`src/rtl/tron_direction_ctrl.sv`:
```
// Tron player direction control: key sync/edge detect, reverse blocking, paced step strobe.
// Optional TURN_BUFFER_EN turns the single pending slot into a 2-entry turn FIFO.
module tron_direction_ctrl #(
    parameter int unsigned TICK_DIV = 833333,
    parameter logic [1:0]  INIT_DIR = 2'b01
) (
    input  logic       CLOCK_50,
    input  logic       resetn,
    input  logic       key_up,
    input  logic       key_down,
    input  logic       key_left,
    input  logic       key_right,
    input  logic       start,
    input  logic       restart,
    input  logic       crash,
    output logic [1:0] direction,
    output logic       step,
    output logic       coord_reset,
    output logic       running
);

    localparam int unsigned CW = $clog2(TICK_DIV);
    localparam logic [CW-1:0] LAST = CW'(TICK_DIV - 1);

    typedef enum logic [1:0] {
        IDLE,
        RUN,
        CRASHED
    } state_t;

    state_t state;
    state_t state_nx;

    logic [3:0]    sync1;
    logic [3:0]    sync2;
    logic [3:0]    keys_prev;
    logic [3:0]    rise;
    logic          req_valid;
    logic [1:0]    req_dir;
    logic [CW-1:0] count;
    logic          tick;
    logic          commit;
    logic          flush;
    logic          head_valid;
    logic [1:0]    head_dir;

    // key vectors are ordered {up, down, left, right}
    always_ff @(posedge CLOCK_50 or negedge resetn) begin
        if (!resetn) begin
            sync1     <= '0;
            sync2     <= '0;
            keys_prev <= '0;
        end else begin
            sync1     <= {key_up, key_down, key_left, key_right};
            sync2     <= sync1;
            keys_prev <= sync2;
        end
    end

    assign rise      = sync2 & ~keys_prev;
    assign req_valid = |rise;

    always_comb begin
        req_dir = 2'b00;
        if (rise[3])      req_dir = 2'b10;
        else if (rise[2]) req_dir = 2'b00;
        else if (rise[1]) req_dir = 2'b11;
        else if (rise[0]) req_dir = 2'b01;
    end

    always_ff @(posedge CLOCK_50 or negedge resetn) begin
        if (!resetn) state <= IDLE;
        else         state <= state_nx;
    end

    always_comb begin
        state_nx = state;
        unique case (state)
            IDLE:    if (start) state_nx = RUN;
            RUN:     if (crash) state_nx = CRASHED;
            CRASHED: state_nx = CRASHED;
            default: state_nx = IDLE;
        endcase
        if (restart) state_nx = IDLE;
    end

    assign running = (state == RUN);
    assign tick    = (state == RUN) && (count == LAST);
    // a crash or restart on the tick edge suppresses the commit
    assign commit  = tick && (state_nx == RUN);
    assign flush   = restart || (state_nx == CRASHED);

`ifdef TURN_BUFFER_EN
    logic [1:0] q0;
    logic [1:0] q1;
    logic [1:0] used;
    logic [1:0] q0_nx;
    logic [1:0] q1_nx;
    logic [1:0] used_nx;

    always_comb begin
        q0_nx   = q0;
        q1_nx   = q1;
        used_nx = used;
        if (commit && used != 2'd0) begin
            q0_nx   = q1;
            used_nx = used - 2'd1;
        end
        if (req_valid) begin
            if (used_nx == 2'd0) begin
                q0_nx   = req_dir;
                used_nx = 2'd1;
            end else begin
                q1_nx   = req_dir;
                used_nx = 2'd2;
            end
        end
        if (flush) used_nx = 2'd0;
    end

    always_ff @(posedge CLOCK_50 or negedge resetn) begin
        if (!resetn) begin
            q0   <= 2'b00;
            q1   <= 2'b00;
            used <= 2'd0;
        end else begin
            q0   <= q0_nx;
            q1   <= q1_nx;
            used <= used_nx;
        end
    end

    assign head_valid = (used != 2'd0);
    assign head_dir   = q0;
`else
    logic       pend_valid;
    logic [1:0] pend_dir;

    always_ff @(posedge CLOCK_50 or negedge resetn) begin
        if (!resetn) begin
            pend_valid <= 1'b0;
            pend_dir   <= 2'b00;
        end else if (flush) begin
            pend_valid <= 1'b0;
        end else if (req_valid) begin
            pend_valid <= 1'b1;
            pend_dir   <= req_dir;
        end else if (commit) begin
            pend_valid <= 1'b0;
        end
    end

    assign head_valid = pend_valid;
    assign head_dir   = pend_dir;
`endif

    always_ff @(posedge CLOCK_50 or negedge resetn) begin
        if (!resetn) begin
            count       <= '0;
            direction   <= INIT_DIR;
            step        <= 1'b0;
            coord_reset <= 1'b0;
        end else begin
            step        <= commit;
            coord_reset <= restart;
            if (state == RUN && state_nx == RUN)
                count <= tick ? '0 : count + CW'(1);
            else
                count <= '0;
            if (restart)
                direction <= INIT_DIR;
            else if (commit && head_valid && head_dir != (direction ^ 2'b10))
                direction <= head_dir;
        end
    end

endmodule

```
`config.mk`:
```
export PLATFORM = sky130hd
export DESIGN_NAME = tron_direction_ctrl
export DESIGN_NICKNAME = d
export VERILOG_FILES = /design/src/rtl/tron_direction_ctrl.sv
export SDC_FILE = /design/constraint.sdc
export NUM_CORES = 1
export LEC_CHECK = 0
export ABC_AREA = 0
export CAP_MARGIN = 5
export CELL_PAD_IN_SITES_DETAIL_PLACEMENT = 0
export CELL_PAD_IN_SITES_GLOBAL_PLACEMENT = 1
export CORE_UTILIZATION = 40
export CTS_CLUSTER_DIAMETER = 40
export CTS_CLUSTER_SIZE = 40
export DETAILED_ROUTE_END_ITERATION = 6
export GPL_TIMING_DRIVEN = 1
export PLACE_DENSITY_LB_ADDON = 0.1
export SLEW_MARGIN = 10
export SYNTH_ARGS = -nofsm -noshare
export SYNTH_HDL_FRONTEND = slang
export SYNTH_SLANG_ARGS = --single-unit
```
`constraint.sdc`:
```
create_clock -name CLOCK_50 -period 1.7 [get_ports CLOCK_50]
set_input_delay 0.255 -clock CLOCK_50 [delete_from_list [all_inputs] [get_ports CLOCK_50]]
set_output_delay 0.255 -clock CLOCK_50 [all_outputs]
set_load 0.01 [all_outputs]
```
## Word-level counts from Yosys, hierarchy flattened

Index checks and enable logic that the tools add are counted.

| word-level totals | value |
|---|---|
| output and inout bits | 5 |
| bits of input ports | 9 |
| register bits after elaboration | 41 |
| logic and storage cells | 47 |

| cells by class | value |
|---|---|
| eq/ne operators | 6 |
| add/subtract/negate cells | 1 |
| multiplexer cells | 15 |
| bitwise operators | 4 |
| reductions and logical operators | 11 |

Operators by type and width:

| kind | count |
|---|---|
| $mux W20 | 2 |
| $add A20 B1 Y20 const B | 1 |
| $eq A20 B20 Y1 const B | 1 |
| $mux W2 | 8 |
| $pmux W2 S3 | 1 |
| $logic_and A1 B1 Y1 | 5 |
| $and A4 B4 Y4 | 1 |
| $eq A2 B1 Y1 const B | 2 |
| $eq A2 B2 Y1 const B | 2 |
| $mux W1 | 4 |
| $not A4 Y4 | 1 |
| $reduce_or A4 Y1 | 1 |
| $reduce_bool A3 Y1 | 1 |
| $logic_not A2 Y1 | 1 |
| $ne A2 B2 Y1 | 1 |
| $not A1 Y1 | 2 |
| $reduce_and A2 Y1 | 1 |
| $reduce_bool A2 Y1 | 1 |
| $logic_or A1 B1 Y1 | 1 |

## Longest topological paths before layout

Gate-level depths: netlist of run 1.

| depth | value |
|---|---|
| depth after elaboration | 9 |
| depth in mapped cells | 6 |
| mapped depth without buffers | 5 |

## Worst setup path after synthesis of run 1

OpenSTA, ideal clock, no wires.

| timing | value |
|---|---|
| kind | reg2reg |
| from | register count[16] |
| to | register direction[1] |
| data required time | 1.572 ns |
| slack | -0.055 ns |
| path buffers | 0 |
| setup time | 0.128 ns |
| stages on the path, launching flop included | 4 |
| data arrival time | 1.627 ns |
| clock period less this slack | 1.755 ns |
| cells stage by stage | dfrtp_1 > or4_1 > nor4_2 > mux2_1 |

| between the ends | value |
|---|---|
| cells in the longest elaborated chain, start to end | 6 |

RTL lines:

| item | RTL line | RTL |
|---|---|---|
| start: declaration | 40 | `logic [CW-1:0] count;` |
| start signal: assignment | 167 | `count <= tick ? '0 : count + CW'(1);` |
| $eq A20 B20 Y1 | 88 | `assign tick = (state == RUN) && (count == LAST);` |
| $logic_and A1 B1 Y1 | 88 |  |
| $logic_and A1 B1 Y1 | 90 | `assign commit = tick && (state_nx == RUN);` |
| $logic_and A1 B1 Y1 (2 in a row) | 172 | `else if (commit && head_valid && head_dir != (direction ^ 2'b10))` |
| $reduce_bool A2 Y1 (no line) | n/a |  |
| end signal: assignment | 173 | `direction <= head_dir;` |
| end: declaration | 16 | `output logic [1:0] direction,` |

No other way between the ends.
A chain may end at the register's enable or synchronous reset.

## Final worst setup path of run 1

| timing | value |
|---|---|
| from | register count[16] |
| to | register count[16] |

| between the ends | value |
|---|---|
| cells in the longest elaborated chain, start to end | 4 |
| elaborated cells between the ends (all ways) | 5 |
| classes of those cells | 1 x add/sub; 1 x eq/ne; 2 x mux; 1 x reduce/logical |

RTL lines:

| item | RTL line | RTL |
|---|---|---|
| parallel branches: the longest is 2 deep, another holds $add A20 B1 Y20 | n/a |  |
| $mux W20 * | 167 |  |
| $mux W20 * | 166 | `if (state == RUN && state_nx == RUN)` |

Every way passes the cells marked *.

==> out/metrics.cfg, run 1 <==
[status]
result_of_the_run = completed

[place]
place_area_um2 = 2180
port_buffers = 13
dpl.hpwl_um = 2540
place.gp.congestion = 0.770

[logic_synthesis]
post_synth.cell_area_avg_um2 = 10.7
synthDominantCellAreaShare_pct = 56.5
post_synth_instance_area_um2 = 1770
ys_ff_latch = 41
synth.largest_area_cell = dfrtp_1
netlist_instances = 165
synth-seq-area-share_pct = 57.9
synthTopCellsByArea = dfrtp_1 (56%), xor2_1 (4.4%), o21ai_0 (3.7%)
synth_net_count = 176
ys.warnings.count = 0
synth.distinct_cells = 34

[power]
seq_power_share_pct = 49.2
power.density_nw_per_um2 = 870
clock_share_of_power_pct = 44.4
power.internal_mw = 1.67
power.ir.vdd_worst_v = 0.000376
p_sw_mw = 0.428
comb_power_share_pct = 6.4
report.power.total_mw = 2.10
power.static_leakage_nw = 1.03
sw_frac_of_total_pct = 20.4

[global_routing]
initial_antenna_violation_count = 0
number_of_global_route_vias_before_repair = 1310
global_route_wire_length_before_repair_um = 5790
grt_use_total_pct = 17.6
largest_net_degree_at_the_start_of_global_routing = 24
gr-total-overflow = 0

[worst_setup_path]
worst-path-max-fanout = 20
start_kind = flip-flop
worst_setup_path_startpoint = count[16]
worst_ep_required_time_ns = 1.88
worst_ep_arrival_time_ns = 1.84
timing.critical_path.to_type = flip-flop
regToRegStartpoint = count[16]
ff2ff_setup_slack_ns = 0.04
worstSetupPathType = flip-flop to flip-flop

[clocking]
cts_root_buf = clkbuf_8
clkLatencyLatePin_ns = 0.29
cts.clk_slew.worst_paths_ns = 0.08
ctsLongestPathBuffers = 2
numCtsBuffers = 5
cts-htree-levels = 2
tritoncts_clock_tree = yes
cts.sinks = 41

[floorplan]
die-height_um = 68.6
dieArea_um2 = 4700
die_width_um = 68.6
placement_rows = 23
initial_utilization_pct = 43.1
core_area_um2 = 4120
pin_count = 14

[finish]
area.growth.synth_to_final_pct = 35.9
commonest_non_fill_non_tap_cells_in_the_layout = dfrtp_1 (38), buf_4 (28), nor2_1 (17)
postLayoutCellArea_um2 = 2410
layout-drive-gt1-share_pct = 25.8
nets = 223
num_antenna_cells = 0
most_common_library_cell_in_the_layout_ignoring_fill_and_taps = dfrtp_1
fraction_of_the_core_area_covered_by_cells_at_the_end_of_the_flow_pct = 58.5

[route]
via_count = 1363
route.detailed.wl_per_inst_um = 13.4
detail-route-antenna-nets = 0
first_iter_violations = 33
drcViolationCount = 0
detail_route.first_pass.iterations = 4
wl_um = 3520
vias_per_cell = 5.18

[hold_path]
min_path_type = flip-flop to flip-flop
hold_path_startpoint = sync1[2]

[timing]
setup_repair_after_global_routing_missed_its_margin = true
final_max_slew_viol_count = 0
timing.fmax_mhz = 602
timing.final.crit_period_ns = 1.66
timing.final.setup_violations = 0
worst_slew_pin_slew_ns = 0.465
final-hold-violation-count = 0
whs_ns = 0.353
final.setup_skew_ns = 0.00485
post-route-period-util_pct = 97.7
worst_slew_margin_rel_pct = 69.0

[job]
drv_cap = 0

## layout make-up
class                      instances  area, µm²
clock inverter                     3       68.8
inverter                           8       30.0
tap                               50       62.6
multi-input combinational        112        762
sequential                        41       1030
clock buffer                       5       68.8
timing repair buffer              44        387
fill                             358       1710
## critical path, stage by stage (launching register included)
cell and delay [ns]:
dfrtp_1 0.40, buf_4 0.16, and4b_1 0.24, nand4_1 0.16, o31ai_2 0.33, buf_12 0.20
a21oi_1 0.06
## synthesized netlist by cell type
cell type	count
a211oi_1	1
a21oi_1	10
and2_1	1
and3_1	1
and3_2	1
and3b_1	1
and4_1	2
and4_2	1
and4b_1	1
buf_2	3
clkbuf_1	1
dfrtp_1	40
dfstp_2	1
ha_1	2
inv_1	8
mux2_1	1
mux2_2	1
mux2i_1	2
nand2_1	7
nand2b_1	2
nand3_1	7
nand3b_1	2
nand4_1	9
nor2_1	17
nor2b_1	3
nor3_1	2
nor4_2	1
nor4b_1	2
o21ai_0	13
o31ai_1	1
or3_1	7
or4_1	1
xnor2_1	4
xor2_1	9
## what timing repair did
item / 4_1_cts / 5_1_grt
endpoints found under the setup margin: 2 / 22
buffers inserted: 1 / 3
pin swaps: 1 / 4
endpoints found under the hold margin: 18 / 0
hold buffers: 1 / 0
gates resized for setup: 6 / 8
## worst paths after layout
kind / cells after the start / to
max in group asynchronous: 3 / direction[0]
worst min register to register: 0 / sync2[2]
min in group asynchronous: 2 / coord_reset
worst min-delay path: 0 / sync2[2]
worst max register to register: 6 / count[16]
worst max-delay path: 6 / count[16]
## cell families (layout without fill, tap and decap cells)
family                     count (synthesis)  after routing  synth area share, %
and+or+nand+nor                           68             68                 21.7
buffers and inverters                     12             60                 2.75
DFF                                       41             41                 57.9
xor gates and xnor gates                  13             13                 6.42
adders and majority gates                  2              2                 1.41
muxes                                      4              4                 2.40
AOI/OAI and AO/OA                         25             25                 7.34
## metal layers
layer | track usage (%) | vias to the layer above | wire (µm) | share of wire (%)
met3 | 5.43 | 6 | 94 | 2.7
met1 | 20.6 | 668 | 1650 | 47
met4 | 7.03 | 0 | 53 | 1.5
met2 | 29.8 | 14 | 1730 | 49
li1 | - | 675 | - | -
met5 | 0 | - | 0 | 0
## sequential cells by signal, summed over array words and instances (netlist names)
| signal | cells |
|---|---|
| count | 20 |
| head_dir | 2 |
| sync2 | 4 |
| state | 2 |
| coord_reset | 1 |
| keys_prev | 4 |
| direction | 2 |
| sync1 | 4 |
| step | 1 |
| head_valid | 1 |
## power groups by stage
stage | Sequential (mW) | Clock [mW] | Combinational [mW]
after detailed placement | 1.05 | 0 | 0.127
after global placement | 1.05 | 0 | 0.123
after CTS | 1.03 | 0.959 | 0.136
final | 1.03 | 0.931 | 0.135
after floorplan | 1.04 | 0 | 0.0495
after global routing | 1.03 | 1.00 | 0.150
## metrics by stage
step / TNS, ns / setup slack (ns) / instances
3_3_place_gp: -0.680 / -0.302 / 250
4_1_cts: -0.0108 / -0.0108 / 260
2_1_floorplan: 0 / 0.00276 / 165
3_5_place_dp: -1.20 / -0.373 / 250
6_report: 0 / 0.0386 / 263
5_1_grt: -0.867 / -0.0570 / 263
Note: power is estimated with default switching activity, not from simulation.
==> inputs of run 2 (changes only) <==
--- a/config.mk
+++ b/config.mk
@@ -14,6 +14,7 @@
 export CTS_CLUSTER_SIZE = 40
 export DETAILED_ROUTE_END_ITERATION = 6
 export GPL_TIMING_DRIVEN = 1
+export MAX_ROUTING_LAYER = met4
 export PLACE_DENSITY_LB_ADDON = 0.1
 export SLEW_MARGIN = 10
 export SYNTH_ARGS = -nofsm -noshare
==> run 2 against run 1 <==
Net effect:
- cell count is the same
- power about the same
- largest power group unchanged
- combinational power about the same
- critical endpoint unchanged
==> out/metrics.cfg, run 2 (synthesis results as in run 1) <==
[floorplan]
dieArea_um2 = 4700
pin_count = 14
core_area_um2 = 4120
placement_rows = 23
die-height_um = 68.6
initial_utilization_pct = 43.1
die_width_um = 68.6

[place]
place_area_um2 = 2180
dpl.hpwl_um = 2540
port_buffers = 13
dp_slack_ns = -0.373
place.gp.congestion = 0.780

[worst_setup_path]
worst_ep_required_time_ns = 1.88
timing.critical_path.to_type = flip-flop
worst_path_largest_cell_delay_ns = 0.39
reg2reg_depth = 6
critical_path_buf_inv_count = 2
critical_path.top_delay_family = simple AND/OR/NAND/NOR gates
worstReg2RegEnd = count[16]
regToRegStartpoint = count[16]
worstPathCellList = buf_4 > and4b_1 > nand4_1 > o31ai_2 > buf_12 > a21oi_1
worstSetupPathType = flip-flop to flip-flop
worst-path-max-fanout = 20
ff2ff_setup_slack_ns = 0.04
worst_ep_arrival_time_ns = 1.84
start_kind = flip-flop
critPathSlowestCell = dfrtp_1

[finish]
largest_register_ffs = 20
nets = 223
most_common_library_cell_in_the_layout_ignoring_fill_and_taps = dfrtp_1
area.growth.synth_to_final_pct = 35.9
layout-drive-gt1-share_pct = 25.8
postLayoutCellArea_um2 = 2410
largest-register = count
layout.filler_cells = 358
commonest_non_fill_non_tap_cells_in_the_layout = dfrtp_1 (38), buf_4 (28), nor2_1 (17)
num_antenna_cells = 0

[hold_path]
hold_path_startpoint = sync1[0]
hold_depth = 0
hold_end = sync2[0]
min_path_type = flip-flop to flip-flop

[timing]
post-route-period-util_pct = 97.5
timing.setup.tns_ns = 0
final-hold-violation-count = 0
setup_repair_after_global_routing_missed_its_margin = true
timing.final.ws_setup_ns = 0.0429
timing.final.crit_period_ns = 1.66
final.setup_skew_ns = 0.00417
worst_slew_margin_rel_pct = 69.5
worst_slew_pin_slew_ns = 0.457
timing.final.setup_violations = 0
final_max_slew_viol_count = 0
timing.fmax_mhz = 603

[clocking]
cts-htree-levels = 2
tritoncts_clock_tree = yes
cts_root_buf = clkbuf_8
clkLatencyLatePin_ns = 0.29
cts.sinks = 41
ctsLongestPathBuffers = 2
cts.clk_slew.worst_paths_ns = 0.08
numCtsBuffers = 5

[power]
power.density_nw_per_um2 = 870
report.power.total_mw = 2.09
power.ir.vdd_worst_v = 0.000377
power.static_leakage_nw = 1.03

[global_routing]
gr-total-overflow = 0
grt_use_total_pct = 17.9
initial_antenna_violation_count = 0
global_route_wire_length_before_repair_um = 5760
largest_net_degree_at_the_start_of_global_routing = 24
number_of_global_route_vias_before_repair = 1316

[route]
route.detailed.wl_per_inst_um = 13.3
detail_route.first_pass.iterations = 3
wl_um = 3500
first_iter_violations = 38
via_count = 1370
vias_per_cell = 5.21
drcViolationCount = 0
detail-route-antenna-nets = 0

[job]
drv_cap = 0

[status]
result_of_the_run = completed

==> run 2: worst register-to-register path, stage by stage, from the launching register on <==
cell and delay [ns]:
dfrtp_1 0.39, buf_4 0.16, and4b_1 0.24, nand4_1 0.16
o31ai_2 0.33, buf_12 0.20, a21oi_1 0.06
==> run 2: area by class of cell <==
class                   count  area (µm²)  share of cell area, %
clock buffers               5        68.8                   2.86
clock inverters             3        68.8                   2.86
inverters                   8        30.0                   1.25
repair buffers             44         387                   16.1
flip-flops and latches     41        1030                   42.8
well taps                  50        62.6                   2.60
multi-input cells         112         762                   31.6
==> run 2: metrics by stage <==
stage	hold slack [ns]	utilization, %	std cells
final	0.351	58.5	263
after global routing	0.357	58.5	263
after CTS	0.354	57.4	260
after detailed placement	0.235	53.0	250
after global placement	0.233	53.0	250
after floorplan	-0.0406	-	165
==> run 2: worst max-delay path by stage <==
stage                          from  slack, ns           end  cells past startpoint
after CTS                 count[16]      -0.01  direction[1]                      3
after global routing      count[16]      -0.06     count[15]                      6
final                     count[16]       0.04     count[16]                      6
after detailed placement      crash      -0.37  direction[1]                      5
after floorplan           count[16]      0.003  direction[1]                      3
after global placement        crash      -0.30  direction[1]                      5
==> run 2: layer usage <==
metal / global-route usage, % / up-vias / wire (µm)
li1: - / 675 / -
met1: 20.4 / 674 / 1620
met2: 29.9 / 14 / 1730
met3: 3.95 / 7 / 80
met4: 8.59 / 0 / 67
met5: - / - / 0
==> run 2: what timing repair did <==
item,4_1_cts,5_1_grt
pin swaps,1,4
gates resized for setup,6,8
setup buffers,1,3
hold endpoints to repair,18,0
hold buffers,1,0
endpoints found under the setup margin,2,22
==> run 2: report_power, final <==
group / total (mW) / internal [mW] / switching [mW]
Clock: 0.931 / 0.591 / 0.340
Sequential: 1.03 / 1.01 / 0.0216
Combinational: 0.135 / 0.0691 / 0.0655
